`src/rtl/scim_jtag_mem_bridge.sv`:
```
// rtl/scim_jtag_mem_bridge.sv - JTAG command responder for activation memory banks; SCIM_BRIDGE_WACK_EN adds write acknowledgements
// Single-outstanding command engine: memory write/read, status poll, compute start and sticky done flag.
module scim_jtag_mem_bridge #(
    parameter int BANKS  = 4,
    parameter int ADDR_W = 10,
    parameter int DATA_W = 32,
    parameter int BANK_W = 2
) (
    input  logic                    clk,
    input  logic                    reset,
    input  logic                    cmd_valid,
    output logic                    cmd_ready,
    input  logic [1:0]              cmd_op,
    input  logic [BANK_W-1:0]       cmd_bank,
    input  logic [ADDR_W-1:0]       cmd_addr,
    input  logic [DATA_W-1:0]       cmd_wdata,
    output logic                    rsp_valid,
    input  logic                    rsp_ready,
    output logic [DATA_W-1:0]       rsp_data,
    output logic                    rsp_err,
    output logic [BANKS-1:0]        mem_en,
    output logic                    mem_we,
    output logic [ADDR_W-1:0]       mem_addr,
    output logic [DATA_W-1:0]       mem_wdata,
    input  logic [BANKS*DATA_W-1:0] mem_rdata,
    output logic                    start,
    input  logic                    compute_done,
    output logic                    done
);

    typedef enum logic [2:0] {IDLE, WR, RD_REQ, RD_WAIT, RSP, RUN} state_t;

    localparam logic [1:0] OP_STATUS = 2'b00;
    localparam logic [1:0] OP_WRITE  = 2'b01;
    localparam logic [1:0] OP_READ   = 2'b10;
    localparam logic [1:0] OP_START  = 2'b11;

    state_t              state_q;
    logic                cmd_ready_q;
    logic                rsp_valid_q;
    logic [DATA_W-1:0]   rsp_data_q;
    logic                rsp_err_q;
    logic [BANKS-1:0]    mem_en_q;
    logic                mem_we_q;
    logic [ADDR_W-1:0]   mem_addr_q;
    logic [DATA_W-1:0]   mem_wdata_q;
    logic                start_q;
    logic                done_q;
    logic [BANK_W-1:0]   bank_q;
    logic                from_run_q;
    logic                done_pend_q;

    logic                bank_ok;
    logic [BANKS-1:0]    bank_oh;
    logic [DATA_W-1:0]   rd_word;
    logic                accept;

    always_comb begin
        bank_ok = (int'(cmd_bank) < BANKS);
        bank_oh = '0;
        rd_word = '0;
        for (int b = 0; b < BANKS; b++) begin
            if (int'(cmd_bank) == b) bank_oh[b] = 1'b1;
            if (int'(bank_q) == b) rd_word = mem_rdata[b*DATA_W +: DATA_W];
        end
    end

    assign accept = cmd_valid && cmd_ready_q;

    always_ff @(posedge clk) begin
        if (reset) begin
            state_q     <= IDLE;
            cmd_ready_q <= 1'b0;
            rsp_valid_q <= 1'b0;
            rsp_data_q  <= '0;
            rsp_err_q   <= 1'b0;
            mem_en_q    <= '0;
            mem_we_q    <= 1'b0;
            mem_addr_q  <= '0;
            mem_wdata_q <= '0;
            start_q     <= 1'b0;
            done_q      <= 1'b0;
            bank_q      <= '0;
            from_run_q  <= 1'b0;
            done_pend_q <= 1'b0;
        end else begin
            // Strobes default low so every access and start pulse lasts exactly one cycle
            start_q  <= 1'b0;
            mem_en_q <= '0;
            mem_we_q <= 1'b0;
            case (state_q)
                IDLE: begin
                    cmd_ready_q <= 1'b1;
                    if (accept) begin
                        cmd_ready_q <= 1'b0;
                        from_run_q  <= 1'b0;
                        done_pend_q <= 1'b0;
                        bank_q      <= cmd_bank;
                        case (cmd_op)
                            OP_STATUS: begin
                                rsp_valid_q <= 1'b1;
                                rsp_err_q   <= 1'b0;
                                rsp_data_q  <= DATA_W'({1'b0, done_q});
                                state_q     <= RSP;
                            end
                            OP_WRITE, OP_READ: begin
                                if (bank_ok) begin
                                    mem_en_q    <= bank_oh;
                                    mem_we_q    <= (cmd_op == OP_WRITE);
                                    mem_addr_q  <= cmd_addr;
                                    mem_wdata_q <= cmd_wdata;
                                    state_q     <= (cmd_op == OP_WRITE) ? WR : RD_REQ;
                                end else begin
                                    rsp_valid_q <= 1'b1;
                                    rsp_err_q   <= 1'b1;
                                    rsp_data_q  <= '0;
                                    state_q     <= RSP;
                                end
                            end
                            default: begin
                                start_q     <= 1'b1;
                                done_q      <= 1'b0;
                                cmd_ready_q <= 1'b1;
                                state_q     <= RUN;
                            end
                        endcase
                    end
                end
                WR: begin
`ifdef SCIM_BRIDGE_WACK_EN
                    rsp_valid_q <= 1'b1;
                    rsp_err_q   <= 1'b0;
                    rsp_data_q  <= '0;
                    state_q     <= RSP;
`else
                    cmd_ready_q <= 1'b1;
                    state_q     <= IDLE;
`endif
                end
                RD_REQ: begin
                    state_q <= RD_WAIT;
                end
                RD_WAIT: begin
                    rsp_valid_q <= 1'b1;
                    rsp_err_q   <= 1'b0;
                    rsp_data_q  <= rd_word;
                    state_q     <= RSP;
                end
                RSP: begin
                    if (rsp_ready) begin
                        rsp_valid_q <= 1'b0;
                        cmd_ready_q <= 1'b1;
                        done_pend_q <= 1'b0;
                        // A completion seen while the RUN response was stalled finishes the run here
                        if (from_run_q && !(done_pend_q || compute_done)) begin
                            state_q <= RUN;
                        end else begin
                            if (from_run_q) done_q <= 1'b1;
                            state_q <= IDLE;
                        end
                    end else if (from_run_q && compute_done) begin
                        done_pend_q <= 1'b1;
                    end
                end
                RUN: begin
                    cmd_ready_q <= 1'b1;
                    if (accept) begin
                        cmd_ready_q <= 1'b0;
                        from_run_q  <= 1'b1;
                        done_pend_q <= compute_done;
                        rsp_valid_q <= 1'b1;
                        rsp_err_q   <= (cmd_op != OP_STATUS);
                        rsp_data_q  <= (cmd_op == OP_STATUS) ? DATA_W'({1'b1, done_q}) : '0;
                        state_q     <= RSP;
                    end else if (compute_done) begin
                        done_q  <= 1'b1;
                        state_q <= IDLE;
                    end
                end
                default: begin
                    cmd_ready_q <= 1'b0;
                    state_q     <= IDLE;
                end
            endcase
        end
    end

    assign cmd_ready = cmd_ready_q;
    assign rsp_valid = rsp_valid_q;
    assign rsp_data  = rsp_data_q;
    assign rsp_err   = rsp_err_q;
    assign mem_en    = mem_en_q;
    assign mem_we    = mem_we_q;
    assign mem_addr  = mem_addr_q;
    assign mem_wdata = mem_wdata_q;
    assign start     = start_q;
    assign done      = done_q;

endmodule

```
`config.mk`:
```
export PLATFORM = sky130hd
export DESIGN_NAME = scim_jtag_mem_bridge
export DESIGN_NICKNAME = d
export VERILOG_FILES = /design/src/rtl/scim_jtag_mem_bridge.sv
export SDC_FILE = /design/constraint.sdc
export NUM_CORES = 1
export LEC_CHECK = 0
export ABC_AREA = 1
export CAP_MARGIN = 5
export CORE_ASPECT_RATIO = 1.4
export CORE_MARGIN = 1
export CORE_UTILIZATION = 43
export DETAILED_ROUTE_END_ITERATION = 6
export GPL_ROUTABILITY_DRIVEN = 0
export HOLD_SLACK_MARGIN = 0.02
export PLACE_DENSITY = 0.86
export RECOVER_POWER = 100
export SYNTH_ARGS = -nofsm -noshare
export SYNTH_HDL_FRONTEND = slang
export SYNTH_SLANG_ARGS = --single-unit
```
`constraint.sdc`:
```
create_clock -name clk -period 3.75 [get_ports clk]
set_input_delay 0.75 -clock clk [delete_from_list [all_inputs] [get_ports clk]]
set_output_delay 0.75 -clock clk [all_outputs]
set_load 0.01 [all_outputs]
```
==> impl_results.md, run 1 <==
* Status: finished clean
* Worst slew pin tran at 1.32 ns
* CP Capture Type: flop
* Pleak at 3.40 nW
* Crit-path slowest cell: inv_1
* Arr. time, crit path at 3.18 ns
* Clk Tree Root Cell: clkbuf_16
* Antenna violations before repair at 0
* Gates resized, CTS repair at 0
* Clock skew at 0.00791 ns
* Unique cell type count in the Yosys netlist at 29
* Register area at 1820 um^2
* Mean area per synthesized cell at between 6 and 7 um^2
* Req. time, crit path at 4.01 ns
* Hold Crit Class: reg -> reg
* Crit-path cells: dlygate4sd3_1 -> inv_1 -> ha_1 -> nand3_1 -> inv_1 -> nand2_1 -> nor3_1
* Crit share post-route at 77.8%
* Yosys reg bits at 91
* Slowest stage delay, CP at 0.85 ns
* GRT overflow at 0
* H-tree Lvls at 3
* Synth Area in Compound Gates at 16.0%
* DRC at 0
* Post-synthesis xor/xnor area fraction at 0%
* Worst path buffer plus inverter count at 3
* IR drop worst, VDD at 0.255 mV
* Crit start category: input port
* Slew Limit Fails at 0
* Most frequent cells in the layout: 175 x clkdlybuf4s50_1, 171 x nor2_1, 149 x nand2_1
* Die H at 129 um
* GRT Util Overall at 26.8%
* Crit path kind: in -> reg
* Core area at between 10000 and 15000 um^2
* Drt first pass iters at 4
* Largest net degree at the start of global routing at 50
* Ports at ~260
* Post-Syn Area at 4940 um^2
* Multi-input logic area at 2630 um^2
* RSZ-0062 raised after global routing: no
* Die ar. at 11900 um^2
* Final Hold Fails at 0
* Filler cell count at 946
* Setup violators final at 0
* Nets at roughly 1100
* Reg clk slew, reported paths at roughly 0.070 ns
* Drt wl/cell at 14.1 um
* # diodes at 0
* First-pass GRT wire length at 25000 um
* Tmin final at 2.92 ns
* Share of cells above drive strength 1 at 8.32%
* Relative slew slack at 11.4%
* Syn nets at 897
* CTS sink count at 91
* Syn. warnings at 0
* Setup Fix Bufs, Post-CTS at 0
* Syn-to-layout area delta at 57.9%
* CTS tree: built
* Syn Inst Count at 712
* Vias per cell at 4.98
* # hold bufs at CTS at 0
* Final wirelength at roughly 16000 um
* Number of CTS-inserted buffers at 9
* Post-Synth Adder-Cell Area at between 1.5 and 2%
* Routed vias at 5494
* Layout Utilization at 70.6%
* Die width at 92.6 um
* Detailed placement HPWL at 11600 um
* Simple-gate share of the synthesized area at a little under two fifths
* Mux cell area share after synthesis at 0%
* Initial DRC count at 198
* Initial Util at 44.7%
* Most common cell after layout, fill and taps aside: clkdlybuf4s50_1
* Worst Path Max Fanout at 39
* Row cnt at 45
* Vias in the first global route at 5255
* Clk_lat worst skew at 0.34 ns
* Port Buffer Count at 262
* Setup TNS at 0 ns
* Post-synthesis sequential area ratio at between 30% and 40%
* CP delay by family, top: buffers and inverters
* Final ANT Viol Nets at 0
* Cell mode on critical path: inv_1
* Power density over the cells at 461 nW/um^2
* F_max at 343 MHz
* Largest family of logic cells by synthesized area: simple AND/OR/NAND/NOR gates
* Maxcap violations at 0
* Bufs on Longest Clock Path at 2
## worst paths after layout
| check | startpoint | to | slack (ns) | cells past startpoint |
|---|---|---|---|---|
| min reg2reg | rsp_data[3]$_SDFFE_PP0P_ | rsp_data[3]$_SDFFE_PP0P_ | 0.46 | 2 |
| max | cmd_op[0] | mem_en[1]$_SDFF_PP0_ | 0.83 | 7 |
| max reg2reg | bank_q[0]$_SDFFE_PP0N_ | rsp_data[1]$_SDFFE_PP0P_ | 0.93 | 8 |
| min | rsp_data[3]$_SDFFE_PP0P_ | rsp_data[3]$_SDFFE_PP0P_ | 0.46 | 2 |
## final cells by class
| type | instances | area share, % |
|---|---|---|
| timing repair buffer | 271 | 34.5 |
| multi-input combinational | 533 | 33.7 |
| sequential | 91 | 23.4 |
| clock buffer | 10 | 3.07 |
| inverter | 51 | 2.46 |
| tap | 141 | 2.26 |
| clock inverter | 6 | 0.610 |
## cell usage after synthesis, drive strengths merged
master  number  area share [%]
ha           6             1.5
inv         50             3.8
nor2       175              14
clkbuf      18             1.4
dfxtp       91              37
nand2      178              18
or2          1            0.13
clkinv       1           0.076
a21oi       43             6.5
nor3         6            0.61
nand3       36             4.2
o21ai       71             7.2
o21bai       1            0.15
buf         19             3.0
nand4        1            0.43
o211ai      14             2.1
nand3b       1            0.15
## cell families after synthesis
logic type	after synthesis
buf+inv	88
compound gates	129
simple gates	398
flops	91
fa+ha+maj	6
## layer usage
layer  track usage [%]  part of all wire [%]  vias up
met5                 0                     0        -
met4              14.9                   4.3        0
met3              6.21                   7.6       40
met2              48.9                    52      250
met1              28.0                    36     2458
li1                  -                     -     2746
## through the flow
stage | setup WS (ns) | instance area, um^2 | power [W] | hold WS (ns) | cells
after global placement | 0.743 | 7600 | 0.00280 | 0.448 | 1087
final | 0.833 | 7790 | 0.00359 | 0.460 | 1103
after global routing | 0.604 | 7790 | 0.00384 | 0.497 | 1103
after CTS | 1.07 | 7880 | 0.00370 | 0.464 | 1103
after floorplan | 1.92 | 4940 | 0.00223 | 0.450 | 712
after detailed placement | 0.696 | 7600 | 0.00283 | 0.456 | 1087
## worst register-to-register path, delay by kind of cell (launching register included)
family                 cells  cell delay, ns
AOI/OAI and AO/OA          1            0.11
buffers and inverters      1            0.21
DFF                        1            0.89
and+or+nand+nor            6            1.55
## flip-flops by register name, indices dropped and copies added (netlist names), 2 cells and up
signal     flops
mem_addr      10
rsp_data      32
bank_q         2
state_q        3
mem_en         4
mem_wdata     32
## where the power goes
| group | leakage, nW | total [W] | switching (W) | internal (W) |
|---|---|---|---|---|
| Clock | 0.140 | 0.000862 | 0.000388 | 0.000474 |
| Sequential | 0.738 | 0.00122 | 0.000126 | 0.00110 |
| Combinational | 2.52 | 0.00151 | 0.000850 | 0.000659 |
(Power assumes the default switching activity.)
==> run 2, diff against run 1 <==
--- a/config.mk
+++ b/config.mk
@@ -9,11 +9,11 @@
 export CAP_MARGIN = 5
 export CORE_ASPECT_RATIO = 1.4
 export CORE_MARGIN = 1
-export CORE_UTILIZATION = 43
+export CORE_UTILIZATION = 40
 export DETAILED_ROUTE_END_ITERATION = 6
 export GPL_ROUTABILITY_DRIVEN = 0
 export HOLD_SLACK_MARGIN = 0.02
-export PLACE_DENSITY = 0.86
+export PLACE_DENSITY = 0.81
 export RECOVER_POWER = 100
 export SYNTH_ARGS = -nofsm -noshare
 export SYNTH_HDL_FRONTEND = slang
==> constraint.sdc (replaced) <==
create_clock -name clk -period 3 [get_ports clk]
set_input_delay 0.6 -clock clk [delete_from_list [all_inputs] [get_ports clk]]
set_output_delay 0.6 -clock clk [all_outputs]
set_load 0.01 [all_outputs]
==> run 2 against run 1 <==
  * Die area increased by 7.4%
  * Combinational power increased by 25%
  * Power increased by 25%
  * Via count decreased by 1.7%
  * Highest routed layer unchanged
==> impl_results.md, run 2 (same netlist as run 1, synthesis figures left out) <==
* F_max at 390 MHz
* Vias in the first global route at 5163
* Setup TNS at 0 ns
* Drt first pass iters at 4
* Relative slew slack at ~45%
* RR Startpoint: state_q[2]$_SDFFE_PP0P_
* Crit path kind: in -> reg
* Slew Limit Fails at 0
* RSZ-0062 raised after global routing: no
* NetSw at 0.00170 W
* Pleak at 3.38 nW
* Crit share post-route at a little under nine tenths
* Met3 Routed Length at 1240 um
* Hold Crit Class: reg -> reg
* Largest net degree at the start of global routing at 50
* Power density over the cells at 576 nW/um^2
* Clk Tree Root Cell: clkbuf_16
* FF-to-FF End: rsp_data[31]$_SDFFE_PP0P_
* Routed vias at 5398
* IR drop worst, VDD at roughly 0.27 mV
* Hold Path Depth at 2
* Status: finished clean
* Metal2 WL at 7830 um
* Die ar. at 12800 um^2
* Cell mode on critical path: inv_1
* CTS tree: built
* Row cnt at 47
* Slowest stage delay, CP at 0.58 ns
* Crit-path cells: dlygate4sd3_1 -> inv_1 -> ha_1 -> inv_1 -> nand3_1 -> nand4_4 -> clkbuf_1 -> nand2_4 -> a21oi_1
* Arr. time, crit path at 2.83 ns
* Most frequent cells in the layout: 175 x clkdlybuf4s50_1, 170 x nor2_1, 159 x nand2_1
* Initial DRC count at 162
* Clk_lat worst skew at 0.35 ns
* # diodes at 0
* Nets at 1146
* Share of cells above drive strength 1 at 7.87%
* Port Buffer Count at between 200 and 300
* Worst slew pin tran at slightly above 0.8 ns
* Setup Fix Bufs, Post-CTS at 0
* Initial Util at 41.3%
* Wl on met1 at around 5800 um
* Core area at 11900 um^2
* Combinational Power Share at 42.0%
* Syn-to-layout area delta at 57.5%
* Hold Crit Start: rsp_data[2]$_SDFFE_PP0P_
* Sequential power share at 33.9%
* Clock skew at 0.00526 ns
* Hold worst-path end: rsp_data[2]$_SDFFE_PP0P_
* Layout Utilization at about two thirds
* Setup violators final at 0
* Req. time, crit path at approximately 3.3 ns
* Crit-path slowest cell: dlygate4sd3_1
* First-pass GRT wire length at 23900 um
* Detailed placement HPWL at between 10000 and 15000 um
* CTS sink count at 91
* Gates resized, CTS repair at 0
* Ports at 263
* H-tree Lvls at 3
* GRT Util Overall at 24.0%
* GRT overflow at 0
* Highest metal used: met4
* Worst-case reg-to-reg path depth at 7
* # hold bufs at CTS at 0
* Reg clk slew, reported paths at 0.07 ns
* Clock share of power at 24.1%
* Die H at 133 um
* Vias per cell at 4.85
* Crit start category: input port
* Final Hold Fails at 0
* Final ANT Viol Nets at 0
* Die width at approximately 96 um
* Tmin final at 2.56 ns
* Antenna violations before repair at 0
* DRC at 0
* Maxcap violations at 0
* Drt wl/cell at 13.8 um
* Sw frac at 37.9%
* Final wirelength at 15300 um
* Worst Path Max Fanout at 15
* Worst Setup SP: cmd_op[0]
* CP Capture Type: flop
* Bufs on Longest Clock Path at 2
* Most common cell after layout, fill and taps aside: clkdlybuf4s50_1
* Number of CTS-inserted buffers at 9
* R2R setup slack at 0.92 ns
* P_int at between 0.002 and 0.003 W
-- run 2: worst max path at each step --
stage | to | slack, ns
2_1_floorplan | rsp_data[1]$_SDFFE_PP0P_ | 1.32
3_3_place_gp | rsp_data[31]$_SDFFE_PP0P_ | 0.40
3_5_place_dp | rsp_data[29]$_SDFFE_PP0P_ | 0.33
4_1_cts | rsp_data[31]$_SDFFE_PP0P_ | 0.69
5_1_grt | rsp_data[31]$_SDFFE_PP0P_ | 0.30
6_report | rsp_data[31]$_SDFFE_PP0P_ | 0.44
-- run 2: power groups by stage --
stage / combinational [W] / sequential [W] / clock [W]
floorplan: 0.00122 / 0.00156 / 0
global placement: 0.00199 / 0.00155 / 0
detailed placement: 0.00201 / 0.00156 / 0
CTS: 0.00202 / 0.00153 / 0.00111
global route: 0.00208 / 0.00155 / 0.00117
finish: 0.00188 / 0.00152 / 0.00108
-- run 2: through the flow --
step / hold WS, ns / cells / total power (W) / setup WS (ns) / instance area (um^2)
5_1_grt: 0.481 / 1113 / 0.00480 / 0.305 / 7770
3_3_place_gp: 0.452 / 1097 / 0.00354 / 0.398 / 7650
4_1_cts: 0.466 / 1113 / 0.00466 / 0.690 / 7930
2_1_floorplan: 0.450 / 712 / 0.00279 / 1.32 / 4940
6_report: 0.461 / 1113 / 0.00448 / 0.438 / 7770
3_5_place_dp: 0.455 / 1097 / 0.00357 / 0.332 / 7650
-- run 2: per-layer routing --
layer | GRT usage (%) | vias to the layer above
met5 | 0 | -
met4 | 10.5 | 0
met3 | 5.71 | 39
met2 | 44.1 | 238
met1 | 25.1 | 2358
li1 | - | 2763
-- run 2: cell type report --
class	count	area, um^2
clock buffers	9	225
multi-input cells	533	2560
well taps	147	184
inverters	51	191
fillers	1112	4160
repair buffers	275	2730
clock inverters	7	61.3
flip-flops and latches	91	1820
-- run 2: critical path, delay by kind of cell --
family,cells,cell delay (ns)
and+or+nand+nor,3,0.58
AOI/OAI and AO/OA,1,0.15
adders and majority gates,1,0.24
buffers and inverters,4,1.24
